===== config.mk =====
export PLATFORM = sky130hd
export DESIGN_NAME = hazard_ctrl
export DESIGN_NICKNAME = d
export VERILOG_FILES = /design/src/rtl/hazard_ctrl.sv
export SDC_FILE = /design/constraint.sdc
export NUM_CORES = 1
export LEC_CHECK = 0
export ABC_AREA = 1
export CAP_MARGIN = 20
export CORE_MARGIN = 2
export CORE_UTILIZATION = 39
export CTS_CLUSTER_DIAMETER = 40
export DETAILED_ROUTE_END_ITERATION = 10
export PLACE_DENSITY = 0.7
export SKIP_CTS_REPAIR_TIMING = 1
export SYNTH_ARGS = -nofsm -noshare
export SYNTH_HDL_FRONTEND = slang
export SYNTH_SLANG_ARGS = --single-unit

===== constraint.sdc =====
create_clock -name clk -period 1.8 [get_ports clk]
set_clock_uncertainty 0.15 [all_clocks]
set_input_delay 0.36 -clock clk [delete_from_list [all_inputs] [get_ports clk]]
set_output_delay 0.36 -clock clk [all_outputs]
set_load 0.02 [all_outputs]

===== src/rtl/hazard_ctrl.sv =====
// hazard_ctrl: stall/flush/bubble sequencing, operand forwarding selects and stall counter for a 5-stage core
// Ports: clk/rst_n (sync active-low); ID sources IDRq/IDRs with use flags and IDHalt;
// EX dest EXRd with EXRegWrite/EXMemRead/EXMulStart; MEM dest MEMRd with MEMRegWrite; branch flush.
// Outputs: PCWrite, IFIDWrite, IFIDFlush, IDEXWrite, IDEXBubble, EXMEMBubble (combinational),
// FwdA/FwdB (00 regfile, 01 EX/MEM, 10 MEM/WB), Halted, StallCycles (registered).
module hazard_ctrl #(
  parameter int unsigned MULT_CYCLES = 4
) (
  input  logic        clk,
  input  logic        rst_n,
  input  logic [3:0]  IDRq,
  input  logic [3:0]  IDRs,
  input  logic        IDUsesRq,
  input  logic        IDUsesRs,
  input  logic        IDHalt,
  input  logic [3:0]  EXRd,
  input  logic        EXRegWrite,
  input  logic        EXMemRead,
  input  logic        EXMulStart,
  input  logic [3:0]  MEMRd,
  input  logic        MEMRegWrite,
  input  logic        flush,
  output logic        PCWrite,
  output logic        IFIDWrite,
  output logic        IFIDFlush,
  output logic        IDEXWrite,
  output logic        IDEXBubble,
  output logic        EXMEMBubble,
  output logic [1:0]  FwdA,
  output logic [1:0]  FwdB,
  output logic        Halted,
  output logic [15:0] StallCycles
);
  typedef enum logic [1:0] {S_RUN, S_MULBUSY, S_HALT} state_e;
  state_e state_q, state_d;
  logic [3:0] cnt_q, cnt_d;
  logic [1:0] fwd_a_q, fwd_a_d, fwd_b_q, fwd_b_d;
  logic halted_q, load_use;
  logic [15:0] stall_q;
  assign load_use = EXMemRead && EXRegWrite && EXRd != 4'd0 &&
                    ((IDUsesRq && IDRq == EXRd) || (IDUsesRs && IDRs == EXRd));
  function automatic logic [1:0] fwd_sel(input logic uses, input logic [3:0] src);
    return (!uses || src == 4'd0) ? 2'b00 :
           (EXRegWrite && EXRd == src) ? 2'b01 :
           (MEMRegWrite && MEMRd == src) ? 2'b10 : 2'b00;
  endfunction
  always_ff @(posedge clk) begin
    if (!rst_n) begin
      state_q <= S_RUN;
      cnt_q   <= 4'd0;
    end else begin
      state_q <= state_d;
      cnt_q   <= cnt_d;
    end
  end
  always_comb begin
    state_d = state_q;
    cnt_d   = cnt_q;
    case (state_q)
      S_RUN: begin
        if (!flush && EXMulStart) begin
          state_d = S_MULBUSY;
          cnt_d   = 4'(MULT_CYCLES - 1);
        end else if (!flush && !load_use && IDHalt) begin
          state_d = S_HALT;
        end
      end
      S_MULBUSY: begin
        cnt_d   = cnt_q - 4'd1;
        state_d = (cnt_q <= 4'd1) ? S_RUN : S_MULBUSY;
      end
      default: state_d = S_HALT;
    endcase
  end
  always_comb begin
    PCWrite     = 1'b1;
    IFIDWrite   = 1'b1;
    IFIDFlush   = 1'b0;
    IDEXWrite   = 1'b1;
    IDEXBubble  = 1'b0;
    EXMEMBubble = 1'b0;
    case (state_q)
      S_RUN: begin
        if (flush) begin
          IFIDFlush  = 1'b1;
          IDEXBubble = 1'b1;
        end else if (EXMulStart) begin
          PCWrite     = 1'b0;
          IFIDWrite   = 1'b0;
          IDEXWrite   = 1'b0;
          EXMEMBubble = 1'b1;
        end else if (load_use) begin
          PCWrite    = 1'b0;
          IFIDWrite  = 1'b0;
          IDEXBubble = 1'b1;
        end
      end
      S_MULBUSY: begin
        // last busy cycle (cnt==1) lets the pipeline advance with the op result
        if (cnt_q > 4'd1) begin
          PCWrite     = 1'b0;
          IFIDWrite   = 1'b0;
          IDEXWrite   = 1'b0;
          EXMEMBubble = 1'b1;
        end
      end
      default: begin
        PCWrite    = 1'b0;
        IFIDWrite  = 1'b0;
        IDEXBubble = 1'b1;
      end
    endcase
  end
  // selects follow the ID/EX register: hold on stall, clear on bubble
  always_comb begin
    fwd_a_d = !IDEXWrite ? fwd_a_q : IDEXBubble ? 2'b00 : fwd_sel(IDUsesRq, IDRq);
    fwd_b_d = !IDEXWrite ? fwd_b_q : IDEXBubble ? 2'b00 : fwd_sel(IDUsesRs, IDRs);
  end
  always_ff @(posedge clk) begin
    if (!rst_n) begin
      fwd_a_q  <= 2'b00;
      fwd_b_q  <= 2'b00;
      halted_q <= 1'b0;
      stall_q  <= 16'd0;
    end else begin
      fwd_a_q  <= fwd_a_d;
      fwd_b_q  <= fwd_b_d;
      halted_q <= state_d == S_HALT;
      if (!PCWrite && state_q != S_HALT && stall_q != 16'hFFFF)
        stall_q <= stall_q + 16'd1;
    end
  end
  assign FwdA        = fwd_a_q;
  assign FwdB        = fwd_b_q;
  assign Halted      = halted_q;
  assign StallCycles = stall_q;
endmodule

==> results of run 1 <==
[routing by layer]
layer	up-vias	GRT usage	wire length (um)
met5	-	0	0
li1	1218	-	-
met3	7	0.0206	183
met4	0	0.0485	68
met1	1029	0.281	2660
met2	48	0.307	2580
[flip-flops by register name, indices dropped and copies added, names as in the netlist]
register / cells
state_q: 2
StallCycles: 16
FwdA: 2
cnt_q: 4
Halted: 1
FwdB: 2
[worst min-delay path, cell delays in order (launching register included)]
cell and delay (ns):
dfxtp_1 0.32, nand2_1 0.06, nand2_1 0.04
[power by group through the flow]
| stage | Sequential [mW] | Clock (mW) | Combinational [mW] |
|---|---|---|---|
| after floorplan | 0.701 | 0 | 0.286 |
| after global placement | 0.673 | 0 | 0.604 |
| after detailed placement | 0.673 | 0 | 0.611 |
| after CTS | 0.659 | 0.361 | 0.613 |
| after global routing | 0.667 | 0.382 | 0.762 |
| final | 0.661 | 0.359 | 0.696 |
[stage by stage]
step	power [mW]	utilization	setup TNS (ns)	hold slack [ns]
finish	1.72	0.670	-2.40	0.314
global route	1.81	0.670	-4.10	0.336
CTS	1.63	0.614	-9.40	0.314
detailed placement	1.28	0.605	-15.82	0.300
global placement	1.28	0.605	-15.42	0.292
floorplan	0.987	-	0	0.289
[final timing paths]
path,to,slack [ns],depth (start not counted)
max,PCWrite,-0.27,7
min,FwdA[1]$_SDFFE_PN0P_,0.31,2
min reg2reg,FwdA[1]$_SDFFE_PN0P_,0.31,2
max reg2reg,StallCycles[5]$_SDFFE_PN0P_,-0.17,11
[layout by cell type (no fill, tap or decap), types with 2 or more instances in the layout]
cell             Yosys  routed
inv_1               58      51
dfxtp_2              0       4
buf_6                1       7
nor3_1               6       6
clkbuf_8             0       3
o21ai_0              9       3
nand4_1             14      14
a21oi_1              8       6
nor2_2               2       7
nor2_4               0       2
o21ai_1              3       7
nor2_1              46      39
buf_4                2      50
nand3_1             15      14
clkdlybuf4s50_1      0      14
ha_1                 3       2
xor2_1               7       7
dlymetal6s2s_1       0      32
and2_1               2       2
dfxtp_1             27      23
inv_2                3      10
nand4_4              1       3
nand2_1             96      87
nand2_2              1      10
or2_2                3       2
[cell type report]
| cell class | instances | area, sq um |
|---|---|---|
| well taps | 67 | 83.8 |
| repair inverters | 1 | 8.76 |
| fillers | 417 | 1560 |
| multi-input cells | 228 | 1240 |
| clock buffers | 4 | 45.0 |
| flip-flops and latches | 27 | 546 |
| inverters | 62 | 240 |
| repair buffers | 104 | 1000 |
[cells by family after synthesis]
group / after synthesis / share of synthesized area
simple gates: 191 / 0.442
buf+inv: 68 / 0.143
flops: 27 / 0.284
compound gates: 25 / 0.0737
xor+xnor: 8 / 0.0368
fa+ha+maj: 3 / 0.0197
==> flow_metrics.env, run 1 <==
export IMPL_status="complete, but fails checks"
export IMPL_violations="setup timing"
export IMPL_cp_slowest_stage_delay_ns=0.45
export IMPL_min_from="FwdA[1]$_SDFFE_PN0P_"
export IMPL_syn_area_per_cell_sq_um=5.91
export IMPL_clkLatencyLatePin_ns=0.28
export IMPL_setup_ws_ns=-0.274
export IMPL_drt_iter0_drc=121
export IMPL_required_ns=1.29
export IMPL_ys_types=34
export IMPL_cts_root_buf="clkbuf_8"
export IMPL_antenna_cells=0
export IMPL_power_leakage_nw=1.88
export IMPL_final_layout_size_suffix_gt1_frac=0.258
export IMPL_fp_row_count=25
export IMPL_wl_mm=5.49
export IMPL_rsz0062_at_grt="true"
export IMPL_placed_area_sq_mm=0.00286
export IMPL_clkPwrFrac=0.209
export IMPL_grt_pass1_vias=1934
export IMPL_dp_cells=484
export IMPL_route_detailed_drc=0
export IMPL_startpoint="EXMemRead"
export IMPL_setup_viol=21
export IMPL_hold_violations=0
export IMPL_gp_congestion=0.839
export IMPL_cts_inserted_buffers=3
export IMPL_grt_overflow_total=0
export IMPL_path_delay_family="buffers and inverters"
export IMPL_period_share=1.15
export IMPL_track_usage=0.194
export IMPL_arrival_ns=1.56
export IMPL_vdd_drop_max_uv=331
export IMPL_p_int_mw=1.13
export IMPL_netlist_top_cells_area="dfxtp_1, nand2_1, inv_1, nor2_1, nand4_1"
export IMPL_critPathMaxFanout=3
export IMPL_numPortBuffers=52
export IMPL_r2r_start="cnt_q[0]$_SDFFE_PN0P_"
export IMPL_dieArea_sq_mm=0.00545
export IMPL_power_density_mw_per_mm2=542
export IMPL_cp_start_kind="input port"
export IMPL_yosysTopAreaCell="dfxtp_1"
export IMPL_swShare=0.341
export IMPL_fmax_mhz=482
export IMPL_core_area_sq_mm=0.00472
export IMPL_path_buf_inv=3
export IMPL_synth_edf_count=0
export IMPL_dieHeight_um=73.8
export IMPL_yosys_warnings=0
export IMPL_cts_sinks=27
export IMPL_pre_cts_slack_ns=-0.975
export IMPL_synth_most_common_cell="nand2_1"
export IMPL_fin_crit_ns=2.07
export IMPL_dpl_hpwl_mm=4.11
export IMPL_slew_violations=0
export IMPL_routedWlPerCell_um=11.1
export IMPL_p_comb_frac=0.405
export IMPL_async_flop_share=0
export IMPL_cts_htree_levels=1
export IMPL_hp_class="reg2reg"
export IMPL_instances_no_fill=493
export IMPL_crit_chain="clkdlybuf4s50_1 > nand2_1 > a41oi_2 > nand2_2 > a21oi_4 > inv_2 > buf_6"
export IMPL_ys_seq_area_frac=0.284
export IMPL_final_cell_area_sq_mm=0.00317
export IMPL_synth_top_area_share=0.284
export IMPL_finalNetCount=456
export IMPL_cp_slowest_cell="clkdlybuf4s50_1"
export IMPL_ant_nets=0
export IMPL_cp_end_kind="output port"
export IMPL_dominantRegCellSynth="dfxtp_1"
export IMPL_io_pins=53
export IMPL_switchingPower_mw=0.585
export IMPL_relSlewSlack=0.680
export IMPL_path_class="in2out"
export IMPL_tightest_slew_ns=0.479
export IMPL_start_util=0.403
export IMPL_synth_nets=351
export IMPL_grt_pass1_wl_mm=8.40
export IMPL_synth_seq_cells=27
export IMPL_clockBufferDepth=2
export IMPL_antenna_found_initial=0
export IMPL_cts_tree="built"
export IMPL_seqPwrFrac=0.385
export IMPL_area_growth_syn_to_layout_pct=66.4
export IMPL_grt_start_max_net_pins=15
export IMPL_vias_per_cell=4.67
export IMPL_drv_cap=0
export IMPL_synthTopCellsByCount="nand2_1, inv_1, nor2_1"
export IMPL_clk_pin_slew_ns=0.09
export IMPL_num_vias=2302
export IMPL_dr_pass1_iters=4
export IMPL_synthesis_area_sq_mm=0.00190
export IMPL_fp_dieW_um=73.8
export IMPL_synthCells=322
No activity file was read; power rests on OpenSTA's default activity.
==> inputs of run 2 (changes only) <==
--- a/config.mk
+++ b/config.mk
@@ -9,7 +9,7 @@
 export CAP_MARGIN = 20
 export CORE_MARGIN = 2
 export CORE_UTILIZATION = 39
-export CTS_CLUSTER_DIAMETER = 40
+export CTS_CLUSTER_DIAMETER = 50
 export DETAILED_ROUTE_END_ITERATION = 10
 export PLACE_DENSITY = 0.7
 export SKIP_CTS_REPAIR_TIMING = 1
==> results of run 2 <==
No change in the layout: final DEF, timing and power equal those of run 1.
==> inputs of run 3 (changes only) <==
==> constraint.sdc (replaced) <==
create_clock -name clk -period 1.9 [get_ports clk]
set_clock_uncertainty 0.15 [all_clocks]
set_input_delay 0.38 -clock clk [delete_from_list [all_inputs] [get_ports clk]]
set_output_delay 0.38 -clock clk [all_outputs]
set_load 0.02 [all_outputs]
==> run 3 against run 2 <==
Net effect:
- utilization is 1.9 points lower
- first-iteration DRC count increased by 21%
- largest cell class unchanged
- global-route usage is 0.55 points lower
- setup slack improved by 0.068 ns
- the run still ends with setup timing left
- final cell count fell by 1.0%
- total power fell by 6.4%
- non-clock buffer count shrank 5
- cell area fell by 2.8%
==> flow_metrics.env, run 3 (synthesis results as in run 1) <==
export IMPL_status="complete, but fails checks"
export IMPL_violations="setup timing"
export IMPL_whs_endpoint="FwdB[1]$_SDFFE_PN0P_"
export IMPL_cts_inserted_buffers=3
export IMPL_start_util=0.403
export IMPL_path_class="reg2out"
export IMPL_route_detailed_drc=0
export IMPL_cts_sinks=27
export IMPL_tns_ns=-0.751
export IMPL_area_growth_syn_to_layout_pct=61.8
export IMPL_fin_crit_ns=2.11
export IMPL_clkLatencyLatePin_ns=0.29
export IMPL_p_comb_frac=0.387
export IMPL_track_usage=0.189
export IMPL_rr_worst_depth=10
export IMPL_grt_pass1_vias=2061
export IMPL_switchingPower_mw=0.556
export IMPL_power_leakage_nw=1.70
export IMPL_instances_no_fill=488
export IMPL_clk_pin_slew_ns=0.10
export IMPL_io_pins=53
export IMPL_largest_reg_flops=16
export IMPL_setup_ws_ns=-0.206
export IMPL_dieHeight_um=73.8
export IMPL_r2r_start="cnt_q[0]$_SDFFE_PN0P_"
export IMPL_slew_violations=0
export IMPL_rr_endpoint="StallCycles[15]$_SDFFE_PN0P_"
export IMPL_seqPwrFrac=0.393
export IMPL_final_common_cell="nand2_1"
export IMPL_clockBufferDepth=2
export IMPL_vias_per_cell=4.59
export IMPL_cp_end_kind="output port"
export IMPL_vdd_drop_max_uv=307
export IMPL_drv_cap=0
export IMPL_fp_row_count=25
export IMPL_cts_htree_levels=1
export IMPL_p_int_mw=1.05
export IMPL_reg2reg_slack_ns=0.09
export IMPL_whs_ns=0.318
export IMPL_routedWlPerCell_um=10.6
export IMPL_period_share=1.11
export IMPL_ant_nets=0
export IMPL_dpl_hpwl_mm=4.03
export IMPL_min_from="FwdB[1]$_SDFFE_PN0P_"
export IMPL_antenna_cells=0
export IMPL_antenna_found_initial=0
export IMPL_clkPwrFrac=0.220
export IMPL_hp_class="reg2reg"
export IMPL_fillers=417
export IMPL_grt_overflow_total=0
export IMPL_fin_util=0.652
export IMPL_cp_start_kind="flop"
export IMPL_grt_pass1_wl_mm=8.26
export IMPL_core_area_sq_mm=0.00472
export IMPL_layout_common_cells="nand2_1, inv_1, buf_4"
export IMPL_swShare=0.346
export IMPL_grt_start_max_net_pins=17
export IMPL_critPathMaxFanout=3
export IMPL_fp_dieW_um=73.8
export IMPL_relSlewSlack=0.699
export IMPL_gp_congestion=0.883
export IMPL_tightest_slew_ns=0.451
export IMPL_arrival_ns=1.58
export IMPL_setup_viol=5
export IMPL_required_ns=1.37
export IMPL_dr_pass1_iters=4
export IMPL_min_path_cells=2
export IMPL_final_layout_size_suffix_gt1_frac=0.242
export IMPL_num_vias=2242
export IMPL_drt_iter0_drc=147
export IMPL_rsz0062_at_grt="true"
export IMPL_wl_mm=5.19
export IMPL_dieArea_sq_mm=0.00545
export IMPL_hold_violations=0
export IMPL_fmax_mhz=475
export IMPL_power_density_mw_per_mm2=522
export IMPL_finalNetCount=451
export IMPL_cts_tree="built"
export IMPL_cts_root_buf="clkbuf_8"
export IMPL_dp_cells=480
export IMPL_startpoint="cnt_q[0]$_SDFFE_PN0P_"
export IMPL_numPortBuffers=52
export IMPL_power_total_mw=1.61
[run 3: changes by cell type in the layout (fill, tap and decap cells not counted), moves of 3 or more]
cell	delta
inv_1	+3
inv_2	-3
clkdlybuf4s50_1	+8
buf_6	-5
dlymetal6s2s_1	-8
[run 3: worst max path at each step]
| stage | to | slack [ns] | depth (start not counted) |
|---|---|---|---|
| 6_report | IFIDWrite | -0.21 | 8 |
| 5_1_grt | IFIDWrite | -0.26 | 8 |
| 4_1_cts | IDEXBubble | -0.95 | 12 |
| 3_5_place_dp | IDEXBubble | -0.94 | 12 |
| 3_3_place_gp | IDEXBubble | -0.91 | 12 |
| 2_1_floorplan | PCWrite | 0.03 | 8 |
[run 3: final cells by class]
class	count	area [sq um]	share of cell area
clock inverters	1	7.51	0.00244
repair inverters	1	6.26	0.00203
repair buffers	99	918	0.298
clock buffers	3	41.3	0.0134
inverters	62	240	0.0780
flip-flops and latches	27	544	0.177
multi-input cells	228	1240	0.402
well taps	67	83.8	0.0272
[run 3: power by group through the flow]
stage / clock, mW / combinational [mW] / sequential, mW
after CTS: 0.359 / 0.567 / 0.630
final: 0.353 / 0.622 / 0.631
after floorplan: 0 / 0.265 / 0.664
after global routing: 0.371 / 0.688 / 0.636
after detailed placement: 0 / 0.565 / 0.642
after global placement: 0 / 0.557 / 0.641
[run 3: metrics by stage]
stage          worst slack, ns  area (sq um)
6_report                -0.206          3080
5_1_grt                 -0.261          3080
4_1_cts                 -0.946          2870
3_5_place_dp            -0.939          2820
3_3_place_gp            -0.910          2820
2_1_floorplan           0.0263          1920
[run 3: layer usage]
layer	wire length, um	GRT usage	part of all wire	vias up
met2	2630	0.353	0.51	52
li1	-	-	-	1209
met4	34	0.0485	0.0066	0
met3	201	0.0178	0.039	2
met5	0	0	0	-
met1	2320	0.227	0.45	979
[run 3: worst max-delay path: stages, from the launching register on]
cell and delay (ns):
dfxtp_2 0.36, inv_2 0.05, ha_4 0.15, or2_4 0.26, nand3_4 0.07, o21ai_4 0.07, a21oi_4 0.15, inv_2 0.05
clkbuf_2 0.15
==> RTL change 1, RTL diff (flow settings as in run 3) <==
The 3 states of `state_e` get a one-hot encoding in 3 bits.
--- a/src/rtl/hazard_ctrl.sv
+++ b/src/rtl/hazard_ctrl.sv
@@ -31,7 +31,7 @@
   output logic        Halted,
   output logic [15:0] StallCycles
 );
-  typedef enum logic [1:0] {S_RUN, S_MULBUSY, S_HALT} state_e;
+  typedef enum logic [2:0] {S_RUN = 3'b001, S_MULBUSY = 3'b010, S_HALT = 3'b100} state_e;
   state_e state_q, state_d;
   logic [3:0] cnt_q, cnt_d;
   logic [1:0] fwd_a_q, fwd_a_d, fwd_b_q, fwd_b_d;
Formal check against the unedited RTL: same outputs for any inputs over 10 cycles, from zero or initial values and one cycle with rst_n low; not proved beyond that.
==> RTL change 1 against run 3 <==
The run still ends with negative setup slack left. First-iteration DRC count is 43% lower. Routed wire length is 16% higher. Non-clock buffer count is 5 higher. Setup slack worse by 0.0040 ns. Critical path depth stayed put. Sequential cell count is 1 higher. Power is 2.9% lower. Core utilization is 2.0 points higher. Area after synthesis is 0.66% lower. Hold slack better by 0.0017 ns. Cell area is 2.4% higher. Largest cell class unchanged. Highest routed layer unchanged.
==> RTL change 1: results (changes against run 3) <==
Place
  – Count of input and output buffers: 52 (unchanged)
  – Post-DP HPWL: 4020 um (-0.25%)
  – Total cell area at the placement stage: 2740 sq um (-2.6%)
  – Routability cong.: 0.952 (+7.8%)
  – Post-Place Worst Slack: -0.956 ns (-0.0170 ns)

Clock tree
  – Clock-pin slew of the registers on the worst-case setup and hold paths: 0.10 ns (about the same)
  – Maximum clock path buffer count: 2 (unchanged)
  – Clock insertion delay at the later pin of the skew report: 0.28 ns
  – CTS Root Buffer Type: sky130_fd_sc_hd__clkbuf_8
  – H-tree depth: 1 (unchanged)
  – TritonCTS buffer count: 3 (unchanged)

Global route
  – Largest net degree at the start of global routing: 18 (+1)
  – Initial antenna violation count: 0 (unchanged)
  – First-pass GRT wire length: 8580 um (+3.9%)
  – Number of global-route vias before repair: 1989 (-3.5%)
  – Gr usage total: 0.199 (+0.0101)

Detailed routing
  – Routed vias/inst: 5.20 (+13%)
  – Total wirelength of the detailed-routed design: 6000 um (+16%)
  – First-pass iteration count of the detailed router: 4 (unchanged)
  – Count of routing violations after the opening detailed-route iteration: 84 (-43%)

STA
  – Min setup slack post-route: -0.210 ns (-0.00400 ns)
  – Final setup violation count: 7 (+2)
  – Worst-Margin Slew: 0.451 ns (-0.000107 ns)

Min path
  – Worst min-delay path category: register to register

Finish
  – Fillers: 379 (-9.1%)
  – Max FFs per register: 16 (unchanged)
  – Share of layout cells above drive strength 1: 0.375 (+0.132)
  – Antenna fix cells: 0 (unchanged)
  – Nets: 409 (-9.3%)

Worst setup path
  – Peak per-stage delay on the critical path: 0.37 ns
  – Maximum fanout count along the critical path: 3 (unchanged)
  – CP max-delay cell: sky130_fd_sc_hd__dfxtp_2
  – Gate family responsible for the most delay along the worst path: buffers and inverters
  – Arrival time of data at the critical path endpoint: 1.58 ns (about the same)

Logic synthesis
  – Seq/Total Area, Yosys: 0.297 (+0.0125)
  – Distinct cell type count of the synthesized netlist: 34 (unchanged)
  – Synth Flop Type: sky130_fd_sc_hd__dfxtp_1
  – Number of nets in the synthesized netlist: 306 (-13%)
  – Top post-synthesis cells by area: sky130_fd_sc_hd__dfxtp_1 30%, sky130_fd_sc_hd__nand2_1 14%, sky130_fd_sc_hd__inv_1 6.4%
  – Leading cell types by count after synthesis: 70 x sky130_fd_sc_hd__nand2_1, 32 x sky130_fd_sc_hd__inv_1, 28 x sky130_fd_sc_hd__dfxtp_1
  – Number of warning messages in the yosys log: 0 (unchanged)
  – Async set or reset register ratio after synthesis: 0 (unchanged)

Outcome
  – Violated checks: negative setup slack
  – Run status: finished with violations

Pwr
  – Largest vdd supply drop: 0.274 mV (-11%)
  – Total leakage power: 1.57 nW (-7.9%)
  – Switching power share of the total: 0.324 (-0.0218)
## RTL change 1: changes by cell type after synthesis, sizes merged, moves of 4 or more
cell / run 3 / this run
a21oi: 8 / 20
nor3: 6 / 11
o21ai: 12 / 3
nand3: 15 / 19
nor2: 48 / 26
xnor2: 1 / 8
inv: 61 / 36
xor2: 7 / 12
nand2: 98 / 71
## RTL change 1: power by group through the flow
stage / logic [mW] / clock network [mW] / registers [mW]
6_report: 0.548 / 0.377 / 0.634
5_1_grt: 0.592 / 0.412 / 0.638
4_1_cts: 0.464 / 0.390 / 0.629
3_5_place_dp: 0.461 / 0 / 0.642
3_3_place_gp: 0.457 / 0 / 0.641
2_1_floorplan: 0.221 / 0 / 0.658
## RTL change 1: stage by stage
stage | hold WS [ns] | cells | power (mW) | setup TNS [ns]
floorplan | 0.287 | 277 | 0.879 | -0.123
global placement | 0.304 | 417 | 1.10 | -15.74
detailed placement | 0.313 | 417 | 1.10 | -16.52
CTS | 0.327 | 421 | 1.48 | -10.05
global route | 0.338 | 433 | 1.64 | -2.87
finish | 0.319 | 433 | 1.56 | -0.892
## RTL change 1: area by class of cell
| class | instances | area, sq um | area share |
|---|---|---|---|
| Multi-Input combinational cell | 207 | 1370 | 0.433 |
| Timing Repair Buffer | 104 | 953 | 0.302 |
| Sequential cell | 28 | 573 | 0.182 |
| Inverter | 36 | 139 | 0.0440 |
| Tap cell | 54 | 67.6 | 0.0214 |
| Clock buffer | 4 | 55.1 | 0.0175 |
## RTL change 1: worst paths after layout
kind	from	endpoint	slack [ns]	cells after the start
worst max-delay path	cnt_q[0]	IFIDWrite	-0.21	8
worst min-delay path	FwdA[0]	FwdA[0]	0.32	2
worst max register to register	cnt_q[0]	StallCycles[12]	-0.02	11
worst min register to register	FwdA[0]	FwdA[0]	0.32	2
## RTL change 1: per-layer routing
metal | share of wire | global-route usage | routed length (um)
met5 | 0 | 0 | 0
met4 | 0.019 | 0.0626 | 115
met3 | 0.058 | 0.0398 | 346
met2 | 0.51 | 0.339 | 3030
met1 | 0.42 | 0.250 | 2500
## RTL change 1: kinds of logic after synthesis
group                      synth area share
buffers and inverters                0.0980
DFF                                   0.297
and+or+nand+nor                       0.374
AOI/OAI and AO/OA                     0.119
adders and majority gates            0.0199
xor gates and xnor gates             0.0927
## RTL change 1: worst min-delay path: cells and delay by family (launching register included)
family	cells	cell delay (ns)
DFF	1	0.32
and+or+nand+nor	1	0.06
AOI/OAI and AO/OA	1	0.06
==> RTL change 2, RTL diff (flow settings as in run 3) <==
Without the edit above. Reset style: asynchronous (`rst_n`), changed in 2 clocked blocks.
--- a/src/rtl/hazard_ctrl.sv
+++ b/src/rtl/hazard_ctrl.sv
@@ -44,7 +44,7 @@
            (EXRegWrite && EXRd == src) ? 2'b01 :
            (MEMRegWrite && MEMRd == src) ? 2'b10 : 2'b00;
   endfunction
-  always_ff @(posedge clk) begin
+  always_ff @(posedge clk or negedge rst_n) begin
     if (!rst_n) begin
       state_q <= S_RUN;
       cnt_q   <= 4'd0;
@@ -116,7 +116,7 @@
     fwd_a_d = !IDEXWrite ? fwd_a_q : IDEXBubble ? 2'b00 : fwd_sel(IDUsesRq, IDRq);
     fwd_b_d = !IDEXWrite ? fwd_b_q : IDEXBubble ? 2'b00 : fwd_sel(IDUsesRs, IDRs);
   end
-  always_ff @(posedge clk) begin
+  always_ff @(posedge clk or negedge rst_n) begin
     if (!rst_n) begin
       fwd_a_q  <= 2'b00;
       fwd_b_q  <= 2'b00;
Formal check against the unedited RTL: differs if rst_n is asserted again (counterexample within 4 cycles, from zero or initial values and one cycle with rst_n low); with rst_n held inactive, the same outputs for 10 cycles.
==> RTL change 2 against run 3 <==
The run still ends with negative setup slack left. Synthesized cell count is 19% lower. Area after synthesis is 0.53% lower. Routed wire length is 6.3% higher. Critical path depth is 3 lower. Setup slack worse by 0.032 ns. Cell area is 4.1% higher. Sequential cell count stayed put. Critical path type unchanged. Largest cell class unchanged.
Power is not compared: it rests on default switching activity, and its combinational part moved more than twofold at a synthesized area within 25%.
==> RTL change 2: results (changes against run 3) <==
Pwr
  – Largest vdd supply drop: 0.287 mV

Global route
  – Largest net degree at the start of global routing: 28 (+11)
  – First-pass GRT wire length: 8490 um (+2.8%)
  – Met1 Use GR: 0.257 (+0.0292)
  – Gr usage total: 0.197 (+0.00886)
  – Number of global-route vias before repair: 1962 (-4.8%)
  – Global routing met3 resource utilization: 0.0316 (+0.0137)
  – Global Route met2 Usage: 0.338 (-0.0149)

STA
  – Worst hold margin: 0.320 ns (+0.00257 ns)
  – Min setup slack post-route: -0.237 ns (-0.0316 ns)
  – Slew headroom: 0.765 (+0.0667)
  – Setup TNS: -0.977 ns (-0.225 ns)
  – Final setup violation count: 5 (unchanged)

Worst setup path
  – Reg-to-reg critical path startpoint: StallCycles[1]
  – Peak per-stage delay on the critical path: 0.40 ns (+0.04 ns)
  – Worst setup path endpoint: IDEXWrite
  – Reg2Reg Capture Point: StallCycles[11]
  – CP Launch Point: cnt_q[1]
  – Worst R2R Path Depth: 9 (-1)
  – CP max-delay cell: sky130_fd_sc_hd__dfrtp_1

Finish
  – Fillers: 380 (-8.9%)
  – Number of buffers outside the clock class in the layout: 113 (+14%)
  – Nets: 406 (-10%)
  – Multi-input logic area: 1210 sq um (-2.1%)
  – NonClk Buf Share: 0.324 (+0.0252)
  – Area fraction of clock buffers and clock inverters: 0.0152 (-0.000631)
  – Number of multi-input combinational cells in the layout: 194 (-15%)
  – Share of layout cells above drive strength 1: 0.351 (+0.109)
  – Max FFs per register: 16 (unchanged)
  – Filler-free cell count of the finished design: 430 (-12%)
  – CLK BUF: 3 (unchanged)

Detailed routing
  – Via count: 2150 (-4.1%)
  – DR WL met2: 2770 um (+5.4%)
  – Wl on met1: 2370 um (+2.1%)
  – Count of routing violations after the opening detailed-route iteration: 142 (-3.4%)
  – Total wirelength of the detailed-routed design: 5510 um (+6.3%)
  – Routed wire length on met3: 309 um (+54%)

Place
  – Post-DP HPWL: 3960 um (-1.9%)
  – Cell total after placement: 418 (-13%)
  – Post-Place Worst Slack: -1.05 ns (-0.110 ns)
  – Routability cong.: 0.886 (+0.25%)

Outcome
  – Run status: finished with violations
  – Violated checks: negative setup slack

Logic synthesis
  – Average cell area after synthesis: 7.22 sq um (+22%)
  – Leading cell types by count after synthesis: 88 x sky130_fd_sc_hd__nand2_1, 35 x sky130_fd_sc_hd__inv_1, 27 x sky130_fd_sc_hd__dfrtp_1
  – Post-synthesis adder-cell area fraction: 0.0198 (+0.000104)
  – Distinct cell type count of the synthesized netlist: 29 (-15%)
  – Share of the synthesized netlist area taken by xor and xnor gates: 0.0972 (+0.0604)
  – Top post-synthesis cells by area: sky130_fd_sc_hd__dfrtp_1 36%, sky130_fd_sc_hd__nand2_1 17%, sky130_fd_sc_hd__inv_1 6.9%
  – Number of nets in the synthesized netlist: 291 (-17%)
  – Seq/Total Area, Yosys: 0.357 (+0.0729)

Min path
  – Worst min-delay path category: input pin to asynchronous set/reset pin
-- RTL change 2: changes by cell type in the layout (fill, tap and decap cells not counted), moves of 5 or more --
cell,change
sky130_fd_sc_hd__dfrtp_1,+24
sky130_fd_sc_hd__nand2_1,-14
sky130_fd_sc_hd__xnor2_1,+5
sky130_fd_sc_hd__inv_1,-34
sky130_fd_sc_hd__nor2_1,-27
sky130_fd_sc_hd__xor2_1,+8
sky130_fd_sc_hd__nand2_2,+7
sky130_fd_sc_hd__inv_2,+7
sky130_fd_sc_hd__nand4_1,+6
sky130_fd_sc_hd__buf_4,+13
sky130_fd_sc_hd__dfxtp_1,-24
-- RTL change 2: power by group --
part	switching (mW)	leakage, nW	total [mW]	internal [mW]
sequential	0.00126	0.343	0.578	0.576
combinational	0.0878	1.54	0.177	0.0887
clock	0.189	0.0217	0.338	0.149
total	0.278	1.91	1.09	0.814
